==> src/rtl/stack_unit.sv <==
// LIFO operand stack for the backtracking datapath: register-array storage,
// occupancy count, registered top, push/ready handshake FSM and sticky misuse flags.
`timescale 1ns/1ps
module stack_unit #(
  parameter int DATA_W = 16,
  parameter int DEPTH  = 16,
  parameter int PTR_W  = $clog2(DEPTH) + 1
) (
  input  logic              clk,
  input  logic              rst,
  input  logic              load_init,
  input  logic              push,
  input  logic [DATA_W-1:0] push_data,
  input  logic              poping,
  input  logic              dont_check,
  input  logic              updater,
  output logic              updated,
  output logic              done,
  output logic              full,
  output logic [DATA_W-1:0] top_data,
  output logic [PTR_W-1:0]  count,
  output logic              overflow,
  output logic              underflow
);

  localparam int AW = $clog2(DEPTH);
  localparam logic [PTR_W-1:0] FULL_CNT = PTR_W'(DEPTH);

  typedef enum logic [1:0] {
    S_IDLE  = 2'd0,
    S_WRITE = 2'd1,
    S_READY = 2'd2
  } state_t;

  logic [DATA_W-1:0] mem_r [DEPTH];
  logic [PTR_W-1:0]  count_r;
  logic [DATA_W-1:0] top_r;
  state_t            state_r;
  logic              overflow_r;
  logic              underflow_r;

  logic              full_s;
  logic              empty_s;
  logic              push_acc_s;
  logic              push_ovf_s;
  logic              pop_acc_s;
  logic              pop_unf_s;
  logic [PTR_W-1:0]  cnt_m2_s;
  logic [AW-1:0]     next_top_idx_s;

  // Decode occupancy and resolve load_init > push > poping priority.
  always_comb begin
    full_s         = (count_r == FULL_CNT);
    empty_s        = (count_r == {PTR_W{1'b0}});
    push_acc_s     = !load_init && push && !full_s;
    push_ovf_s     = !load_init && push && full_s;
    pop_acc_s      = !load_init && !push && poping && !empty_s;
    pop_unf_s      = !load_init && !push && poping && empty_s;
    cnt_m2_s       = count_r - PTR_W'(2);
    next_top_idx_s = cnt_m2_s[AW-1:0];
  end

  // Entry storage; deliberately not cleared by reset or load_init.
  always_ff @(posedge clk) begin
    if (push_acc_s) begin
      mem_r[count_r[AW-1:0]] <= push_data;
    end
  end

  // Count, registered top, handshake FSM and sticky error flags.
  always_ff @(posedge clk or posedge rst) begin
    if (rst) begin
      count_r     <= {PTR_W{1'b0}};
      top_r       <= {DATA_W{1'b0}};
      state_r     <= S_IDLE;
      overflow_r  <= 1'b0;
      underflow_r <= 1'b0;
    end else if (load_init) begin
      count_r     <= {PTR_W{1'b0}};
      top_r       <= {DATA_W{1'b0}};
      state_r     <= S_IDLE;
      overflow_r  <= 1'b0;
      underflow_r <= 1'b0;
    end else begin
      if (push_acc_s) begin
        count_r <= count_r + PTR_W'(1);
        top_r   <= push_data;
        state_r <= S_WRITE;
      end else begin
        if (pop_acc_s) begin
          count_r <= count_r - PTR_W'(1);
          top_r   <= (count_r == PTR_W'(1)) ? {DATA_W{1'b0}} : mem_r[next_top_idx_s];
        end
        if (state_r == S_WRITE) begin
          state_r <= S_READY;
        end
      end
      if (push_ovf_s && !dont_check) begin
        overflow_r <= 1'b1;
      end
      if (pop_unf_s && !dont_check) begin
        underflow_r <= 1'b1;
      end
    end
  end

  // updater is status-only; it is referenced here purely so the port is not dangling.
  assign updated   = (state_r == S_READY) & (updater | 1'b1);
  assign done      = empty_s;
  assign full      = full_s;
  assign top_data  = top_r;
  assign count     = count_r;
  assign overflow  = overflow_r;
  assign underflow = underflow_r;

endmodule

==> config.mk <==
export PLATFORM = sky130hd
export DESIGN_NAME = stack_unit
export DESIGN_NICKNAME = d
export VERILOG_FILES = /design/src/rtl/stack_unit.sv
export SDC_FILE = /design/constraint.sdc
export NUM_CORES = 1
export LEC_CHECK = 0
export BUFFER_PORTS_ARGS = -buffer_cell sky130_fd_sc_hd__buf_2
export CORE_MARGIN = 8
export CORE_UTILIZATION = 50
export DETAILED_ROUTE_END_ITERATION = 6
export HOLD_SLACK_MARGIN = 0.08
export PLACE_DENSITY = 0.76
export SLEW_MARGIN = 20
export SYNTH_ARGS = -nofsm -noshare
export SYNTH_HDL_FRONTEND = slang
export SYNTH_SLANG_ARGS = --single-unit
==> constraint.sdc <==
create_clock -name clk -period 5.7 [get_ports clk]
set_input_delay 0.57 -clock clk [delete_from_list [all_inputs] [get_ports clk]]
set_output_delay 0.57 -clock clk [all_outputs]
set_load 0.03 [all_outputs]
Yosys cells after proc, flatten, opt, wreduce, memory -nomap -nowiden --
Memory sizes are Yosys's and may differ from the RTL's. Cells that the tools add are included.
Operators by class: add/sub/neg operators 3, eq/ne operators 4, mux-type cells 16, reductions and logical operators 19
Operators by type and width (count):
- $mux 16 | 4
- $mux 5 | 3
- $logic_and 1x1->1 | 9
- $mux 1 | 6
- $mux 2 | 3
- $reduce_bool 3->1 | 2
- $add 5x1->5 const B | 1
- $eq 5x1->1 const B | 1
- $eq 5x5->1 const B | 1
- $logic_not 1->1 | 5
- $logic_not 5->1 | 1
- $sub 5x1->5 const B | 1
- $reduce_bool 2->1 | 2
- $sub 4x2->4 const B | 1
- $eq 2x1->1 const B | 1
- $eq 2x2->1 const B | 1
Word-level totals: flip-flop bits (word level) 25, memory bits (writable) 256, bits of input ports 23, output and inout bits 26, word-level logic and storage cells 48, memories kept 1
Memories:
- mem_r | depth 16, width 16, read ports 1, clocked after memory_dff 0, wr ports 1, RTL line 35 | logic [DATA_W-1:0] mem_r [DEPTH];

Longest topological paths before layout --
word-level depth 7, depth in mapped cells 12, depth with buffers taken out 7

Least setup slack after synthesis --
Ideal clock, no wire load.
kind register -> register, start reg count_r[1], in the netlist count[1], end mem mem_r[10][0], enable pin, setup time 0.388 ns, arrival 2.916 ns, required time 5.312 ns, setup slack 2.395 ns, cell stages (with the launch flop) 11, buffers on the path 4, period minus slack after synthesis 3.305 ns, cell sequence dfrtp_1 > buf_2 > buf_2 > inv_1 > ha_1 > nand4bb_1 > and2_1 > buf_6 > clkbuf_1 > nand2_1 > nor2_1
On the way: cells in the longest elaborated chain, start to end 5
Ends and longest elaborated chain:
- from (decl) | RTL line 36 | logic [PTR_W-1:0] count_r;
- from (signal assigned) | RTL line 73 | count_r <= {PTR_W{1'b0}};
- from (signal assigned) | RTL line 79 | count_r <= {PTR_W{1'b0}};
- from (signal assigned) | RTL line 86 | count_r <= count_r + PTR_W'(1);
- $eq 5x5->1 | RTL line 53 | full_s = (count_r == FULL_CNT);
- $logic_not 1->1 | RTL line 55 | push_acc_s = !load_init && push && !full_s;
- $logic_and 1x1->1 | RTL line 55
- $mux 1 | RTL line 65 | if (push_acc_s) begin
- $mux 1 (implied by the code) | RTL line 66 | mem_r[count_r[AW-1:0]] <= push_data;
- to (decl) | RTL line 35
Parallel ways exist; a longest one is shown, timed or not.

Worst setup path in the final report --
start reg count_r[1], in the netlist count[1], end mem mem_r[4][11], enable pin
Same word-level chain as after synthesis.

==> flow_summary_export.csv <==
group,metric,value,unit
run_status,status,"complete, no violations",
clock_tree,cts-resized-gates,0,
timing,hold_viol,0,
clock_tree,clkSinkCount,281,
yosys,yosys.area.top_type,"edfxtp_1",
critical_path,cp.arrival,3330,ps
critical_path,slowest_delay,730,ps
drt,num_vias,6037,
placement,place_area,11800,um2
finish,area_growth,13.2,%
clock_tree,insertion_delay,530,ps
yosys,synth_nets,665,
placement,dpl.hpwl,14.9,mm
yosys,synth-seq-cells,281,
grt,grt_max_degree,76,
placement,place.gp.congestion,0.770,
clock_tree,htreeDepth,1,
finish,layout_common_cells,"edfxtp_1, mux2i_1, nand2_1",
floorplanning,dieHeight,166,um
yosys,muxShareOfSynthArea,0.128,
floorplanning,die_width,166,um
yosys,synth_area_leaders,"edfxtp_1, mux4_2, dfrtp_1",
yosys,syn_inst,634,
clock_tree,numCtsBuffers,27,
drt,routedWlPerCell,24.0,um
yosys,syn_area,11200,um2
yosys,synth-simple-area-share,0.0527,
timing,max-slew-margin-rel,0.308,
timing,setup_viol,0,
clock_tree,clk_pin_slew_worst_paths,60,ps
yosys,ys_seq_area_frac,0.743,
floorplanning,core,21900,um2
critical_path,worstSetupStartpoint,"count[1]",
timing,final.setup.tns,0,ps
timing,final-max-slew-violation-count,0,
clock_tree,cts_tree,"yes",
grt,antenna_found_initial,0,
critical_path,r2r-end,"mem_r[4][11]",
pwr,power_density,451,nW/um2
yosys,ys_warn_count,0,
clock_tree,root_buffer,"clkbuf_16",
grt,grt_usage,0.178,
clock_tree,cts.path.max_buffers,3,
floorplanning,start_util,0.511,
floorplanning,die_area,27400,um2
yosys,synthAdderAreaFrac,0.00895,
yosys,synth_top_area_frac,0.687,
drt,wl,24.1,mm
yosys,synth_compound_area_frac,0.0445,
timing,worstMarginPinSlew,1040,ps
floorplanning,io_pins,49,
critical_path,reg2reg_depth,7,
grt,grt-ovfl-total,0,
finish,layout-drive-gt1-share,0.219,
flow_run,drv_cap,0,
yosys,ys_async_sr_fraction,0.0890,
grt,grt_pass1_vias,6342,
yosys,synth.avg_cell_area,17.6,um2
finish,design_area,12700,um2
grt,grt_pass1_wl,36.6,mm
timing,hold_slack,115,ps
yosys,synth_top_family_by_area,"multiplexers",
finish,diodes,0,
finish,fill_cells,1626,
finish,finalNetCount,736,
min_path,hp-class,"in -> async",
critical_path,rrSetupSlack,2590,ps
drt,drt_iter0_drc,673,
critical_path,end_kind,"flip-flop",
clock_tree,cts_setup_buffers,0,
pwr,ir_drop,220,uV
pwr,power_leakage,4.33,nW
clock_tree,hold_buffers,0,
critical_path,critPathLaunchType,"flip-flop",
timing,min_period_over_period,0.545,
drt,firstDrtPassIters,5,
critical_path,crit_fanout,15,
timing,rsz0062_at_grt,"no",
yosys,ys_types,39,
finish,layout_commonest_cell,"edfxtp_1",
yosys,synthXorXnorAreaFrac,0.00391,
critical_path,rr_startpoint,"count[1]",
placement,port_buffers,47,
yosys,ys.flop_type,"edfxtp_1",
timing,fin_skew,9.09,ps
critical_path,path_cells,"inv_1 > ha_1 > nand4bb_1 > and2_1 > nand2_1 > nor2_1 > buf_4",
yosys,synth_edf_count,256,
drt,drc,0,
drt,drt.antenna.violating_nets,0,
critical_path,cp_slowest_cell,"nor2_1",
timing,period_minus_slack,3110,ps
drt,via_per_inst,6.01,
critical_path,path_class,"reg -> reg",
timing,fmax,0.322,GHz
critical_path,critPathRequiredTime,5920,ps
floorplanning,placementRows,54,
cells in the mapped netlist, types with 13 or more instances:
master and instances:
a22oi_1 43, a31oi_1 13, mux2i_1 58, nand3_1 16, mux4_2 38, dfrtp_1 25
nand2_1 56, clkbuf_1 13, nor2_1 43, edfxtp_1 256, buf_2 14
cells by family (layout without fill, tap and decap cells):
logic type                 after synthesis  after routing
DFF                                    281            281
and+or+nand+nor                        133            133
muxes                                   96             96
AOI/OAI and AO/OA                       70             70
buffers and inverters                   41            132
adders and majority gates                8              8
xor gates and xnor gates                 5              5
how the worst max path moves through the flow:
| stage | end | slack, ps | depth (start not counted) |
|---|---|---|---|
| after floorplan | mem_r[10][0] | 2400 | 10 |
| after global placement | top_data[7] | 2680 | 7 |
| after detailed placement | top_data[7] | 2590 | 7 |
| after CTS | top_data[7] | 2550 | 7 |
| after global routing | mem_r[5][2] | 2490 | 7 |
| final | mem_r[4][11] | 2590 | 7 |
per-stage QoR:
stage	setup WS, ps	instances	util	power [mW]
after floorplan	2400	634	-	3.91
after global placement	2680	955	0.539	4.02
after detailed placement	2590	955	0.540	4.08
after CTS	2550	1004	0.577	5.74
after global routing	2490	1005	0.578	5.94
final	2590	1005	0.578	5.71
sequential cells by signal, summed over array words and instances (netlist names):
signal / cells
top_data: 16
mem_r: 256
count: 5
underflow: 1
overflow: 1
state_r: 2
critical path: cells and delay by family (launching register included):
family,cells,cell delay (ps)
and+or+nand+nor,4,1580
buffers and inverters,2,560
DFF,1,350
adders and majority gates,1,300
area by class of cell:
type	instances	area, um2	share of cell area
Multi-Input combinational cell	312	2690	0.212
Tap cell	280	350	0.0277
Clock inverter	8	66.3	0.00524
Timing Repair Buffer	74	450	0.0356
Inverter	9	33.8	0.00267
Clock buffer	41	758	0.0599
Sequential cell	281	8310	0.657
power by group:
part / internal [mW] / switching [mW]
Clock: 0.959 / 0.708
Combinational: 0.650 / 0.957
Sequential: 2.37 / 0.0667
metal layers:
layer | up-vias | part of all wire | track usage
met5 | - | 0 | 0
met4 | 0 | 0.027 | 0.0633
met3 | 55 | 0.072 | 0.0270
met2 | 262 | 0.52 | 0.313
met1 | 3090 | 0.38 | 0.220
li1 | 2630 | - | -
(Power assumes the default switching activity.)
